`src/rtl/jk_bank_sequencer.sv`:
```
// Two-port round-robin sequencer that applies masked JK operations to a shared bank of JK bits.
// A granted command drives J/K for len+1 cycles, then signals completion for one cycle.
module jk_bank_sequencer #(
  parameter int unsigned WIDTH = 8
) (
  input  logic             clk,
  input  logic             reset,
  input  logic             req_a,
  input  logic [1:0]       op_a,
  input  logic [WIDTH-1:0] mask_a,
  input  logic [3:0]       len_a,
  input  logic             req_b,
  input  logic [1:0]       op_b,
  input  logic [WIDTH-1:0] mask_b,
  input  logic [3:0]       len_b,
  output logic             ack_a,
  output logic             ack_b,
  output logic [WIDTH-1:0] j,
  output logic [WIDTH-1:0] k,
  output logic [WIDTH-1:0] q,
  output logic             busy,
  output logic             done,
  output logic             done_id
);

  typedef enum logic [1:0] {
    StIdle,
    StApply,
    StDone
  } state_e;

  state_e           state_q, state_d;
  // Requester identity encoding: 0 = A, 1 = B.
  logic             last_q, last_d;
  logic             owner_q, owner_d;
  logic [1:0]       cmd_op_q, cmd_op_d;
  logic [WIDTH-1:0] cmd_mask_q, cmd_mask_d;
  logic [3:0]       cnt_q, cnt_d;
  logic [WIDTH-1:0] q_q, q_d;

  logic grant_a, grant_b;
  logic accept;

  // Round-robin: a lone requester wins; on a tie the one that did not win last time goes.
  always_comb begin
    grant_a = req_a & (~req_b | last_q);
    grant_b = req_b & (~req_a | ~last_q);
    ack_a   = (state_q == StIdle) & grant_a;
    ack_b   = (state_q == StIdle) & grant_b;
    accept  = ack_a | ack_b;
  end

  // State register.
  always_ff @(posedge clk or negedge reset) begin
    if (!reset) begin
      state_q <= StIdle;
    end else begin
      state_q <= state_d;
    end
  end

  // Next-state logic.
  always_comb begin
    state_d = state_q;
    unique case (state_q)
      StIdle: begin
        if (accept) begin
          state_d = StApply;
        end
      end
      StApply: begin
        if (cnt_q == 4'd0) begin
          state_d = StDone;
        end
      end
      StDone: begin
        state_d = StIdle;
      end
      default: begin
        state_d = StIdle;
      end
    endcase
  end

  // Outputs decoded from the current state.
  always_comb begin
    j       = '0;
    k       = '0;
    busy    = 1'b0;
    done    = 1'b0;
    done_id = 1'b0;
    unique case (state_q)
      StApply: begin
        j    = cmd_mask_q & {WIDTH{cmd_op_q[1]}};
        k    = cmd_mask_q & {WIDTH{cmd_op_q[0]}};
        busy = 1'b1;
      end
      StDone: begin
        busy    = 1'b1;
        done    = 1'b1;
        done_id = owner_q;
      end
      default: begin
        busy = 1'b0;
      end
    endcase
  end

  // Command capture on accept and repeat-count bookkeeping.
  always_comb begin
    last_d     = last_q;
    owner_d    = owner_q;
    cmd_op_d   = cmd_op_q;
    cmd_mask_d = cmd_mask_q;
    cnt_d      = cnt_q;
    if (accept) begin
      last_d     = ack_b;
      owner_d    = ack_b;
      cmd_op_d   = ack_b ? op_b : op_a;
      cmd_mask_d = ack_b ? mask_b : mask_a;
      cnt_d      = ack_b ? len_b : len_a;
    end else if (state_q == StApply && cnt_q != 4'd0) begin
      cnt_d = cnt_q - 4'd1;
    end
  end

  always_ff @(posedge clk or negedge reset) begin
    if (!reset) begin
      last_q     <= 1'b1;
      owner_q    <= 1'b0;
      cmd_op_q   <= '0;
      cmd_mask_q <= '0;
      cnt_q      <= '0;
    end else begin
      last_q     <= last_d;
      owner_q    <= owner_d;
      cmd_op_q   <= cmd_op_d;
      cmd_mask_q <= cmd_mask_d;
      cnt_q      <= cnt_d;
    end
  end

  // JK characteristic equation: q+ = J & ~q | ~K & q.
  always_comb begin
    q_d = (j & ~q_q) | (~k & q_q);
  end

  always_ff @(posedge clk or negedge reset) begin
    if (!reset) begin
      q_q <= '0;
    end else begin
      q_q <= q_d;
    end
  end

  assign q = q_q;

  ack_onehot: assert property (@(posedge clk) disable iff (!reset) !(ack_a && ack_b));
  ack_idle_only: assert property (@(posedge clk) disable iff (!reset)
                                  (ack_a || ack_b) |-> !busy);

endmodule

```
`config.mk`:
```
export PLATFORM = sky130hd
export DESIGN_NAME = jk_bank_sequencer
export DESIGN_NICKNAME = d
export VERILOG_FILES = /design/src/rtl/jk_bank_sequencer.sv
export SDC_FILE = /design/constraint.sdc
export NUM_CORES = 1
export LEC_CHECK = 0
export CAP_MARGIN = 20
export CORE_MARGIN = 2
export CORE_UTILIZATION = 41
export CTS_CLUSTER_SIZE = 28
export DETAILED_ROUTE_END_ITERATION = 8
export PLACE_DENSITY = 0.76
export SYNTH_ARGS = -nofsm -noshare
export SYNTH_HDL_FRONTEND = slang
export SYNTH_SLANG_ARGS = --single-unit
```
`constraint.sdc`:
```
create_clock -name clk -period 1.7 [get_ports clk]
set_input_delay 0.34 -clock clk [delete_from_list [all_inputs] [get_ports clk]]
set_output_delay 0.34 -clock clk [all_outputs]
set_load 0.05 [all_outputs]
```
==> results.toml, run 1 <==
[run_status]
outcome = "finished, violations left"
violations = "negative setup slack"

[synth]
synth.largest_area_cell = "dfrtp_1"
syn-num-nets = 179
ys_ff_latch = 26
ys_seq_area_share_pct = 47.9
yosysWarnings = 0
synth-async-reset-ratio_pct = 100
synth_edf_count = 0
netlist.area_leader.share_pct = 46.0
synth_common_cells = "dfrtp_1, a21oi_1, and3_1"
avgSynthCellArea_um2 = 9.52
synth_cell_types = 30
yosysMostFrequentCell = "dfrtp_1"
netlist_area_um2 = 1360
synth_area_leaders = "dfrtp_1, mux2i_1, and3_1"
synthFlopType = "dfrtp_1"
syn_inst = 143

[placement]
post-place-ws_ns = -0.115
placed_cells = 253
portBuffers = 60
place_congestion = 0.820
hpwl_um = 3150

[timing]
holdWs_ns = 0.335
clock_skew_ns = 0.00932
fmax_ghz = 0.534
hold_viol_final = 0
setup_ws_ns = -0.174
max_slew_margin_pct = 74.5
worst_pin_slew_ns = 0.383
fin_tns_setup_ns = -2.88
drv_slew = 0
period_minus_slack_ns = 1.87
rsz0062_at_grt = "yes"
setup_violations = 24
period_share_pct = 110

[critical_path]
cpMaxStageDelayCell = "dfrtp_1"
crit_path_end_kind = "primary output"
path_max_fanout = 7
cp_top_family = "flip-flops"
r2r.worst_path.cells = 7
path_cells = "inv_2 -> ha_4 -> buf_6 -> and3_4 -> buf_12"
required_ns = 1.36
crit_type = "reg -> out"
start_kind = "flop"
cp.arrival_ns = 1.53
crit_path_max_incr_delay_ns = 0.44
r2r_slack_ns = -0.07
cp.depth = 5
crit_buf_inv = 3

[cts]
ctsHtreeMaxLevel = 1
cts-root-buf = "clkbuf_4"
cts_hold_buf = 0
cts_tree = "done"
clkLatencyLatePin_ns = 0.34
numCtsBuffers = 3
clock-sinks = 26
clk_pin_slew_ns = 0.16
clock_path_buffers = 2

[layout]
utilization_pct = 86.4
diodes = 0
post_layout_nonfiller_instances = 280
nNetsFinal = 273
drive_gt1_share_pct = 43.6
syn_to_final_growth_pct = 96.9

[global_routing]
grt_pass1_vias = 1618
grt_pass1_wl_um = 7530
overflow = 0
grt_use_total_pct = 27.5
grt_max_degree = 27
antenna_found_initial = 0

[route]
drt_pass1_iterations = 4
drt_iter0_drc = 126
avgRoutedWirePerCell_um = 21.0
drt-total-wl_um = 5890
drc = 0
dr_total_vias = 1591
drt.antenna.violating_nets = 0
via_per_inst = 5.68

[floorplan]
num_io_pins = 61
fp.dieH_um = 61.6
num_rows = 20
die_w_um = 61.6
core_area_um2 = 3100
dieArea_um2 = 3800
initial_core_util_pct = 43.9

[pwr]
power_density_nw_per_um2 = 1900
vdd_ir_drop_max_v = 0.00133
p_leak_nw = 1.23

[flow_run]
maxCapViolCount = 0

[min_path]
hp-class = "in -> async"
## registers in the layout, summed over array words and instances (netlist names)
name / flops
cmd_op_q: 2
cmd_mask_q: 8
state_q: 2
last_q: 1
cnt_q: 4
owner_q: 1
q: 8
## layer usage
layer | up-vias | wire, µm | global-route usage (%)
met3 | 18 | 277 | 2.52
met5 | - | 0 | 0
met1 | 804 | 2130 | 29.1
met4 | 0 | 204 | 15.5
met2 | 78 | 3280 | 52.5
li1 | 691 | - | -
## cells in the final DEF (no fill, tap or decap), drive strengths merged, types with 2 or more instances in the layout
cell type,n
nor2,11
buf,64
ha,4
a31oi,2
mux2i,12
nand2,15
clkdlybuf4s50,31
a21oi,16
inv,9
dfrtp,25
o21ai,12
clkbuf,3
o22ai,2
and3,16
## where the power goes
group	switching (mW)	internal (mW)	total [mW]
Sequential	0.382	0.938	1.32
Clock	0.211	0.239	0.449
Combinational	1.85	1.47	3.32
Total	2.44	2.65	5.09
## metrics by stage
step | area [µm²] | power [mW]
after floorplan | 1370 | 2.74
after global placement | 2280 | 3.75
after detailed placement | 2280 | 3.88
after CTS | 2550 | 4.68
after global routing | 2680 | 5.29
final | 2680 | 5.09
## kinds of logic (layout without fill, tap and decap cells)
kind of cell	after synthesis	count (layout)	synth area share [%]
AO/OA/AOI/OAI	36	36	15.5
XOR/XNOR	1	1	0.643
multiplexers	12	12	8.82
buffers and inverters	15	108	4.78
flip-flops	26	26	47.9
adder cells (fa/ha/maj)	4	4	3.68
AND/OR/NAND/NOR	49	49	18.7
## final cells by class
cell class | instances | area (µm²)
timing repair buffer | 95 | 1070
multi-input combinational | 102 | 817
sequential | 26 | 652
fill | 158 | 423
tap | 44 | 55.1
inverter | 9 | 33.8
clock inverter | 1 | 30.0
clock buffer | 3 | 22.5
## what timing repair did
| item | CTS | global route |
|---|---|---|
| gates cloned | 1 | 1 |
| pin swaps | 1 | 2 |
| setup buffers | 13 | 8 |
| endpoints found under the setup margin | 19 | 34 |
| gates resized for setup | 29 | 14 |
## worst reg2reg max path: stages (launching register included)
cell	delay, ns
dfrtp_1	0.42
inv_2	0.07
buf_4	0.14
ha_4	0.17
nand2_2	0.07
buf_4	0.25
mux2i_1	0.34
o21ai_0	0.19
## worst paths after layout
check	to	from
setup / recovery	k[6]	state_q[1]
hold / removal	q[3]	reset
setup reg to reg	cmd_mask_q[1]	state_q[1]
hold reg to reg	q[5]	q[5]
max in group asynchronous	last_q	reset
min in group clk	q[5]	q[5]
Power figures use the tool's default switching activity.
==> run 2, diff against run 1 <==
CORE_MARGIN = 4   (was 2)
==> run 2 against run 1 <==
Effect of this change: the flow still finishes with violations (negative setup slack); clock-buffer cell count increased by 1; cell count decreased by 4.3%; critical path depth unchanged; first-iteration DRC count decreased by 25%; die area increased by 13%; setup slack improved by 0.042 ns; non-clock buffer count decreased by 12; maximum frequency increased by 2.3%; combinational power decreased by 8.7%; critical path type unchanged.
==> results.toml, run 2 (synthesis results as in run 1) <==
[run_status]
outcome = "finished, violations left"
violations = "negative setup slack"

[layout]
syn_to_final_growth_pct = 87.6
nNetsFinal = 261
drive_gt1_share_pct = 39.7
diodes = 0
stdcell_area_um2 = 2550
final_common_cell = "clkdlybuf4s50_1"
layout_common_cells = "clkdlybuf4s50_1, buf_4, dfrtp_1"

[timing]
max_slew_margin_pct = 74.2
clock_skew_ns = 0.00550
period_minus_slack_ns = 1.83
fmax_ghz = 0.546
worst_pin_slew_ns = 0.387
drv_slew = 0
rsz0062_at_grt = "yes"
setup_ws_ns = -0.132
setup_violations = 19
period_share_pct = 108
fin_tns_setup_ns = -2.01
hold_viol_final = 0

[cts]
clk_pin_slew_ns = 0.15
ctsHtreeMaxLevel = 1
cts_hold_buf = 0
clock_path_buffers = 2
clock-sinks = 26
cts-root-buf = "clkbuf_4"
clkLatencyLatePin_ns = 0.32
cts_tree = "done"
numCtsBuffers = 3

[critical_path]
path_max_fanout = 7
crit_type = "reg -> out"
cpMaxStageDelayCell = "dfrtp_1"
crit_path_max_incr_delay_ns = 0.43
crit_buf_inv = 3
required_ns = 1.36
cp_top_family = "flip-flops"
cp.arrival_ns = 1.49
path_cells = "inv_2 -> ha_4 -> buf_6 -> and3_4 -> buf_12"
crit_path_end_kind = "primary output"
start_kind = "flop"

[placement]
hpwl_um = 3040
place_congestion = 0.879
placed_area_um2 = 2270
portBuffers = 60

[route]
avgRoutedWirePerCell_um = 17.0
via_per_inst = 5.40
drt_pass1_iterations = 4
drt-total-wl_um = 4570
drc = 0
drt_iter0_drc = 95
drt.antenna.violating_nets = 0
dr_total_vias = 1448

[global_routing]
grt_max_degree = 27
use_met1_pct = 21.7
antenna_found_initial = 0
grt_util_met2_pct = 37.7
overflow = 0
grt_use_total_pct = 20.0
grt_pass1_vias = 1478
grt_pass1_wl_um = 6710
use_met3_pct = 2.56
top_usage_layer = "met2"

[floorplan]
core_area_um2 = 3100
initial_core_util_pct = 43.9
num_rows = 20
dieArea_um2 = 4310
die_w_um = 65.6
fp.dieH_um = 65.6
num_io_pins = 61

[flow_run]
maxCapViolCount = 0

[min_path]
hp-class = "in -> async"

[pwr]
power_density_nw_per_um2 = 1820
p_total_mw = 4.65
vdd_ir_drop_max_v = 0.00152
p_leak_nw = 1.17
-- run 2: worst paths after layout --
check	depth (start not counted)	to	slack (ns)	startpoint
min	2	cnt_q[2]	0.37	reset
max in group asynchronous	2	last_q	1.03	reset
max	5	k[6]	-0.13	state_q[1]
max reg2reg	7	cnt_q[3]	-0.08	state_q[1]
min in group clk	1	q[4]	0.48	q[4]
min reg2reg	1	q[4]	0.48	q[4]
-- run 2: stage by stage --
| stage | worst slack [ns] | instances | utilization [%] | hold WS (ns) |
|---|---|---|---|---|
| final | -0.132 | 268 | 82.3 | 0.368 |
| after global routing | -0.195 | 268 | 82.3 | 0.395 |
| after CTS | -0.102 | 262 | 79.7 | 0.378 |
| after detailed placement | -0.0433 | 252 | 73.2 | 0.467 |
| after global placement | -0.0115 | 252 | 73.2 | 0.451 |
| after floorplan | -0.0490 | 143 | - | 0.0444 |
-- run 2: what timing repair did --
action,CTS,global route
gates resized for setup,31,6
buffers inserted,5,6
pin swaps,1,2
gates cloned,1,0
setup endpoints to repair,19,20
hold endpoints to repair,0,0
-- run 2: area by class of cell --
cell class,instances,area [µm²]
inverter,9,36.3
sequential,26,652
tap,44,55.1
multi-input combinational,102,803
fill,196,549
timing repair buffer,83,971
clock buffer,4,36.3
-- run 2: worst reg2reg max path, stage by stage (launching register included) --
cell     delay (ns)
dfrtp_1        0.43
inv_2          0.10
ha_4           0.17
buf_4          0.12
or4b_4         0.49
nor3_2         0.15
a21oi_1        0.08
o22ai_1        0.17
-- run 2: metal layers --
metal / part of all wire [%] / vias up
met5: 0 / -
met4: 2.3 / 0
met3: 6.9 / 10
met2: 54 / 63
met1: 37 / 702
li1: - / 673
-- run 2: power breakdown --
group | internal [mW] | switching (mW) | total, mW | leakage, nW
Clock | 0.131 | 0.184 | 0.315 | 0.0210
Sequential | 0.940 | 0.359 | 1.30 | 0.309
Combinational | 1.36 | 1.68 | 3.03 | 0.838
Total | 2.43 | 2.22 | 4.65 | 1.17
==> run 3, diff against run 2 <==
CTS_CLUSTER_SIZE = not set   (was 28)
SLEW_MARGIN = 0   (was not set)
==> results of run 3 <==
Same layout as run 2: the final DEF is identical, and so are final timing and power.
